--- src/rtl/instr_fetch_ctrl.sv ---
// Instruction-fetch controller: owns the PC, drives the combinational ROM
// address, and captures {word, pc} pairs into a 2-entry buffer that feeds
// the decoder over a valid/ready handshake. Redirects reload the PC and
// flush the buffer.
module instr_fetch_ctrl #(
  parameter int                   BITS_DATA = 32,
  parameter int                   BITS_ADDR = 5,
  parameter logic [BITS_ADDR-1:0] RESET_PC  = '0
) (
  input  logic                 clk,
  input  logic                 rst_n,
  input  logic                 fetch_en,
  input  logic                 redirect_valid,
  input  logic [BITS_ADDR-1:0] redirect_addr,
  output logic [BITS_ADDR-1:0] rom_addr,
  input  logic [BITS_DATA-1:0] rom_data,
  output logic                 instr_valid,
  input  logic                 instr_ready,
  output logic [BITS_DATA-1:0] instr,
  output logic [BITS_ADDR-1:0] instr_pc
);

  localparam logic [0:0] IDLE = 1'b0;
  localparam logic [0:0] RUN  = 1'b1;

  localparam logic [BITS_ADDR-1:0] PC_ONE = {{(BITS_ADDR-1){1'b0}}, 1'b1};

  logic [0:0]           state;
  logic [BITS_ADDR-1:0] pc;
  logic [1:0]           count;
  logic [BITS_DATA-1:0] head_data;
  logic [BITS_ADDR-1:0] head_pc;
  logic [BITS_DATA-1:0] tail_data;
  logic [BITS_ADDR-1:0] tail_pc;
  logic                 pop;
  logic                 capture;

  // A redirect cancels both the pop and the capture of its cycle
  assign pop     = instr_valid & instr_ready & ~redirect_valid;
  assign capture = (state == RUN) & ~redirect_valid & ((count < 2'd2) | pop);

  assign rom_addr    = pc;
  assign instr_valid = (count != 2'd0);
  assign instr       = head_data;
  assign instr_pc    = head_pc;

  // Run/idle follows the sampled fetch enable; redirects do not affect it
  always_ff @(posedge clk or negedge rst_n) begin
    if (!rst_n) state <= IDLE;
    else        state <= fetch_en ? RUN : IDLE;
  end

  // Program counter: redirect wins, otherwise advance (wrapping) on capture
  always_ff @(posedge clk or negedge rst_n) begin
    if (!rst_n)              pc <= RESET_PC;
    else if (redirect_valid) pc <= redirect_addr;
    else if (capture)        pc <= pc + PC_ONE;
  end

  // Occupancy tracks captures in and pops out; flushed to empty on redirect
  always_ff @(posedge clk or negedge rst_n) begin
    if (!rst_n) begin
      count <= 2'd0;
    end else if (redirect_valid) begin
      count <= 2'd0;
    end else begin
      case ({capture, pop})
        2'b10:   count <= count + 2'd1;
        2'b01:   count <= count - 2'd1;
        default: count <= count;
      endcase
    end
  end

  // Two-slot buffer: head shifts from tail on pop, new word lands in the
  // first free slot after the pop is accounted for
  always_ff @(posedge clk or negedge rst_n) begin
    if (!rst_n) begin
      head_data <= '0;
      head_pc   <= '0;
      tail_data <= '0;
      tail_pc   <= '0;
    end else if (redirect_valid) begin
      head_data <= '0;
      head_pc   <= '0;
      tail_data <= '0;
      tail_pc   <= '0;
    end else begin
      if (pop && count == 2'd2) begin
        head_data <= tail_data;
        head_pc   <= tail_pc;
      end
      if (capture) begin
        if (count == 2'd0 || (count == 2'd1 && pop)) begin
          head_data <= rom_data;
          head_pc   <= pc;
        end else begin
          tail_data <= rom_data;
          tail_pc   <= pc;
        end
      end
    end
  end

endmodule

--- config.mk ---
export PLATFORM = sky130hd
export DESIGN_NAME = instr_fetch_ctrl
export DESIGN_NICKNAME = d
export VERILOG_FILES = /design/src/rtl/instr_fetch_ctrl.sv
export SDC_FILE = /design/constraint.sdc
export NUM_CORES = 1
export LEC_CHECK = 0
export BUFFER_PORTS_ARGS = -buffer_cell sky130_fd_sc_hd__buf_4
export CORE_ASPECT_RATIO = 1.2
export CORE_UTILIZATION = 54
export DETAILED_ROUTE_END_ITERATION = 16
export GPL_TIMING_DRIVEN = 0
export HOLD_SLACK_MARGIN = 0.05
export PLACE_DENSITY = 0.79
export RECOVER_POWER = 50
export SETUP_SLACK_MARGIN = 0.5
export SLEW_MARGIN = 20
export SYNTH_ARGS = -nofsm -noshare
export SYNTH_HDL_FRONTEND = slang
export SYNTH_SLANG_ARGS = --single-unit
--- constraint.sdc ---
create_clock -name clk -period 2.45 [get_ports clk]
set_input_delay 0.49 -clock clk [delete_from_list [all_inputs] [get_ports clk]]
set_output_delay 0.49 -clock clk [all_outputs]
set_load 0.01 [all_outputs]
# Word-level counts from Yosys, hierarchy flattened
# Cells that the tools add are included.
[totals] out_inout_bits=43 word_cells=49 ff_bits=82 in_bits=42
[op_classes] n_addsub=3 bitwise=6 eq_ne=5 mux=19 order_cmp=1 n_reduce_logical=8
[op_table] cell="32-bit two-way mux" count=7
[op_table] cell="5-bit two-way mux" count=9
[op_table] cell="5-bit by 1-bit adder with 5-bit output (second input constant)" count=1
[op_table] cell="1-bit AND" count=4
[op_table] cell="2-bit by 1-bit equality test with 1-bit output (second input constant)" count=2
[op_table] cell="2-bit equality test (second input constant)" count=2
[op_table] cell="2-bit case mux with 2 select lines" count=1
[op_table] cell="2-bit nonzero test" count=2
[op_table] cell="3-bit nonzero test" count=1
[op_table] cell="2-bit by 1-bit adder with 2-bit output (second input constant)" count=1
[op_table] cell="1-bit logical AND" count=2
[op_table] cell="2-bit zero test" count=1
[op_table] cell="2-bit less-than comparator (second input constant)" count=1
[op_table] cell="2-bit two-way mux" count=1
[op_table] cell="2-bit inequality test (second input constant)" count=1
[op_table] cell="2-bit AND reduction" count=1
[op_table] cell="2-bit by 1-bit subtractor with 2-bit output (second input constant)" count=1
[op_table] cell="1-bit logical OR" count=1
[op_table] cell="1-bit two-way mux" count=1
[op_table] cell="1-bit NOT" count=1
[op_table] cell="1-bit bitwise OR" count=1

# Longest topological paths before layout
[logic_depth] ltp_word=8 ltp_mapped=10

# Least setup slack after synthesis
# No wires, ideal clock.
[synth_path] path_type="register to register" startpoint="register count[1]" endpoint="register pc[1], in the netlist rom_addr[1]" setup_time_ns=0.125 stages_incl_launch_ff=9 required_time_ns=2.325 slack_ns=0.416 t_arrival_ns=1.909 cell_sequence="dfrtp_1 > buf_2 > inv_1 > ha_1 > nand2b_4 > buf_6 > a21boi_0 > mux2_2 > mux2_2"
[synth_via] elab_chain_cells=6
[synth_rtl] item="from (decl)" line="30" text="logic [1:0] count;"
[synth_rtl] item="from (signal assigned)" line="68" text="2'b10: count <= count + 2'd1;"
[synth_rtl] item="from (signal assigned)" line="69" text="2'b01: count <= count - 2'd1;"
[synth_rtl] item="from (signal assigned)" line="70" text="default: count <= count;"
[synth_rtl] item="2-bit nonzero test" line="43" text="assign instr_valid = (count != 2'd0);"
[synth_rtl] item="1-bit AND (2 in a row)" line="39" text="assign pop = instr_valid & instr_ready & ~redirect_valid;"
[synth_rtl] item="1-bit bitwise OR *" line="40" text="assign capture = (state == RUN) & ~redirect_valid & ((count < 2'd2) | pop);"
[synth_rtl] item="1-bit AND *" line="40"
[synth_rtl] item="2-bit nonzero test (no line) *"
[synth_rtl] item="to (signal assigned)" line="56" text="else if (redirect_valid) pc <= redirect_addr;"
[synth_rtl] item="to (signal assigned)" line="57" text="else if (capture) pc <= pc + PC_ONE;"
[synth_rtl] item="to (decl)" line="29" text="logic [BITS_ADDR-1:0] pc;"
# Every way passes the cells marked *; elsewhere a longest branch is shown, timed or not.
# A chain may end at the register's enable or synchronous reset.

# Final worst setup path
[layout_path] startpoint="register count[1]" endpoint="register head_pc[2], in the netlist instr_pc[2]"
[layout_via] elab_chain_cells=8
[layout_rtl] item="2-bit nonzero test" line="43"
[layout_rtl] item="1-bit AND (2 in a row)" line="39"
[layout_rtl] item="1-bit logical AND, on equally long branches" line="89, 94"
[layout_rtl] item="5-bit two-way mux or 1-bit logical OR (tied branches)" line="89, 94"
[layout_rtl] item="5-bit two-way mux" line="94" text="if (count == 2'd0 || (count == 2'd1 && pop)) begin"
[layout_rtl] item="5-bit two-way mux *" line="93" text="if (capture) begin"
[layout_rtl] item="5-bit two-way mux *" line="83" text="end else if (redirect_valid) begin"
[layout_rtl] item="to (signal assigned)" line="91" text="head_pc <= tail_pc;"
[layout_rtl] item="to (signal assigned)" line="96" text="head_pc <= pc;"
[layout_rtl] item="to (decl)" line="32" text="logic [BITS_ADDR-1:0] head_pc;"
# Marked as above.

==> out/metrics.cfg <==
[hold_path]
hold_path_class = input port to async pin

[setup_path]
critical_path_class = flop to flop
r2r_end = instr_pc[2]$_DFF_PN0_
rr_worst_depth = 10
cp_max_fo = 8
end_kind = flop
r2r-start = count[1]$_DFFE_PN0P_
required_ps = 2650
cp.arrival_ps = 2150
worst-path-buf-inv = 5
path_cells = buf_6 -> inv_4 -> ha_4 -> nand2b_4 -> buf_8 -> or3b_4 -> buf_8 -> buf_8 -> nand2_2 -> a311oi_2
critPathMostFrequentCell = buf_8
cp_slowest_cell = or3b_4
reg2reg_setup_slack_ps = 500
cpPeakStageDelay_ps = 380
startpoint_type = flop
crit_family = simple AND/OR/NAND/NOR gates
critical_path_cell_count = 10

[sta]
worstMarginPinSlew_ps = 750.1
max_slew_margin_pct = 50.00
whs_ps = 170.5
finalSetupTns_ps = 0
worst_clock_skew_ps = 14.23
rsz0062_at_grt = yes
setup-violations-final = 0
drv_slew = 0
fmax_ghz = 0.5117
hold_violations = 0
period_needed_ps = 1954
finalCritPeriodShare_pct = 79.77

[placement]
finalWeightedCongestion = 0.8321
port_buffers = 83
placed_cell_area_sq_mm = 0.004638
hpwlAfterDp_mm = 6.414

[job]
cap_violations = 0

[drt]
drt-pass1-iter-count = 7
via_per_inst = 5.799
dr.first_iter.drc_count = 316
drc = 0
wl_per_cell_um = 16.94
vias = 3636
postRouteAntennaNets = 0
wl_mm = 10.62

[global_routing]
overflow = 0
grt_pass1_wl_mm = 17.04
grt_pass1_vias = 3525
grt_max_degree = 83
grt_use_total_pct = 29.59
antenna_found_initial = 0

[logic_synthesis]
yosysMostFrequentCell = nand2_1
synthCells = 424
yosys.area.top_type = dfrtp_1
ys.flop_type = dfrtp_1
async_flop_share_pct = 100.0
synth_nets = 470
synth_area_leaders = dfrtp_1 53%, nand2_1 15%, a311oi_1 7.4%, nand3b_1 6.8%, nor2_1 3.8%
ys_ff_latch = 82
synth_edf_count = 0
ys_types = 29
synth_commonest_cells = 155 x nand2_1, 82 x dfrtp_1, 39 x nor2_1
syn_area_sq_mm = 0.003892
seq_area_frac_synth_pct = 52.72
synth.avg_cell_area_sq_um = 9.180
ys_warn_count = 0
synth_top_area_share_pct = 52.72

[final_layout]
drive_above_1_share_pct = 28.52
fin_area_sq_mm = 0.005187
utilization_pct = 75.23
diodes = 0
multi_input_area_sq_mm = 0.001799
area.sequential_sq_mm = 0.002052
fill_cells = 490
nets = 581
area_growth_pct = 33.27

[clocking]
ctsHoldBuffers = 0
clkTransAtPathRegs_ps = 90
cts_buffer_depth = 2
htreeDepth = 3
root_buffer = clkbuf_8
cts_sinks = 82
cts_buffers = 9
clock_latency_ps = 350
cts_tree = built

[power_and_ir_drop]
power.leakage_nw = 2.465
total_power_w = 0.005225
p_per_area_mw_per_mm2 = 1007
peakVddDrop_v = 0.0006640

[floorplan]
initial_core_util_pct = 56.45
fp-row-count = 33
core-area_sq_mm = 0.006895
die_w_um = 79.51
die_y_um = 95.01
dieArea_sq_mm = 0.007553
io_pins = 85

[status]
status = finished, final reports clean

[per-stage QoR]
stage          cells  setup WS, ps
5_1_grt          627         421.6
2_1_floorplan    424         520.7
3_3_place_gp     594         216.3
4_1_cts          623         487.4
3_5_place_dp     594         128.8
6_report         627         495.6
[flip-flops by register name (all words and copies together), names as in the netlist]
signal,cells
tail_pc,5
count,2
rom_addr,5
state,1
instr,32
instr_pc,5
tail_data,32
[power breakdown]
| part | switching [W] | internal (W) | leakage (nW) |
|---|---|---|---|
| clock | 0.000505 | 0.000604 | 0.112 |
| combinational | 0.00114 | 0.00101 | 1.26 |
| sequential | 0.000251 | 0.00172 | 1.10 |
[area by class of cell]
class,count,share of cell area [%]
sequential,82,39.56
timing repair buffer,99,13.56
buffer,34,5.451
clock inverter,6,1.737
inverter,3,0.2653
tap,87,2.098
multi-input combinational,306,34.68
clock buffer,10,2.653
[worst register-to-register path: cells and delay by family, from the launching register on]
kind / cells / cell delay [ps]
flip-flops: 1 / 370
buffers and inverters: 5 / 580
AO/OA/AOI/OAI: 1 / 100
AND/OR/NAND/NOR: 3 / 590
adder cells (fa/ha/maj): 1 / 170
[what timing repair did]
action,CTS,global route
endpoints found under the setup margin,52,68
cloned,3,1
resized for setup,30,37
pin swaps,4,6
buffers inserted,10,3
[placed cells by master (no fill, tap or decap), types with 5 or more instances in the layout]
master    instances
nand2_1         144
dfrtp_1          82
buf_4            72
nor2_1           39
nand3b_1         35
clkbuf_1         31
a311oi_1         23
clkbuf_8         14
a311oi_2         14
nand2_2           9
a21oi_1           7
buf_6             6
buf_8             6
o21ai_0           5
clkbuf_4          5
[logic make-up after synthesis]
logic type               count (synthesis)  synth area share [%]
AO/OA/AOI/OAI                           51                 10.93
XOR/XNOR                                 5                 1.125
multiplexers                             5                 1.382
AND/OR/NAND/NOR                        240                 27.90
flip-flops                              82                 52.72
adder cells (fa/ha/maj)                  4                 1.286
buffers and inverters                   37                 4.661
[metal layers]
metal  GRT usage (%)  vias up  routed length, um
li1                -     1658                  -
met5               0        -                  0
met3           4.155       28                701
met1           39.05     1780               4342
met4           14.85        0                282
met2           47.58      170               5295
[worst max path at each step]
stage,end,from,slack [ps]
after floorplan,instr[30]$_DFF_PN0_,count[1]$_DFFE_PN0P_,520
after global placement,instr[28]$_DFF_PN0_,count[1]$_DFFE_PN0P_,220
after detailed placement,instr[28]$_DFF_PN0_,count[1]$_DFFE_PN0P_,130
after CTS,instr[10]$_DFF_PN0_,count[1]$_DFFE_PN0P_,490
after global routing,instr_pc[2]$_DFF_PN0_,count[1]$_DFFE_PN0P_,420
final,instr_pc[2]$_DFF_PN0_,count[1]$_DFFE_PN0P_,500
Power figures use the tool's default switching activity.
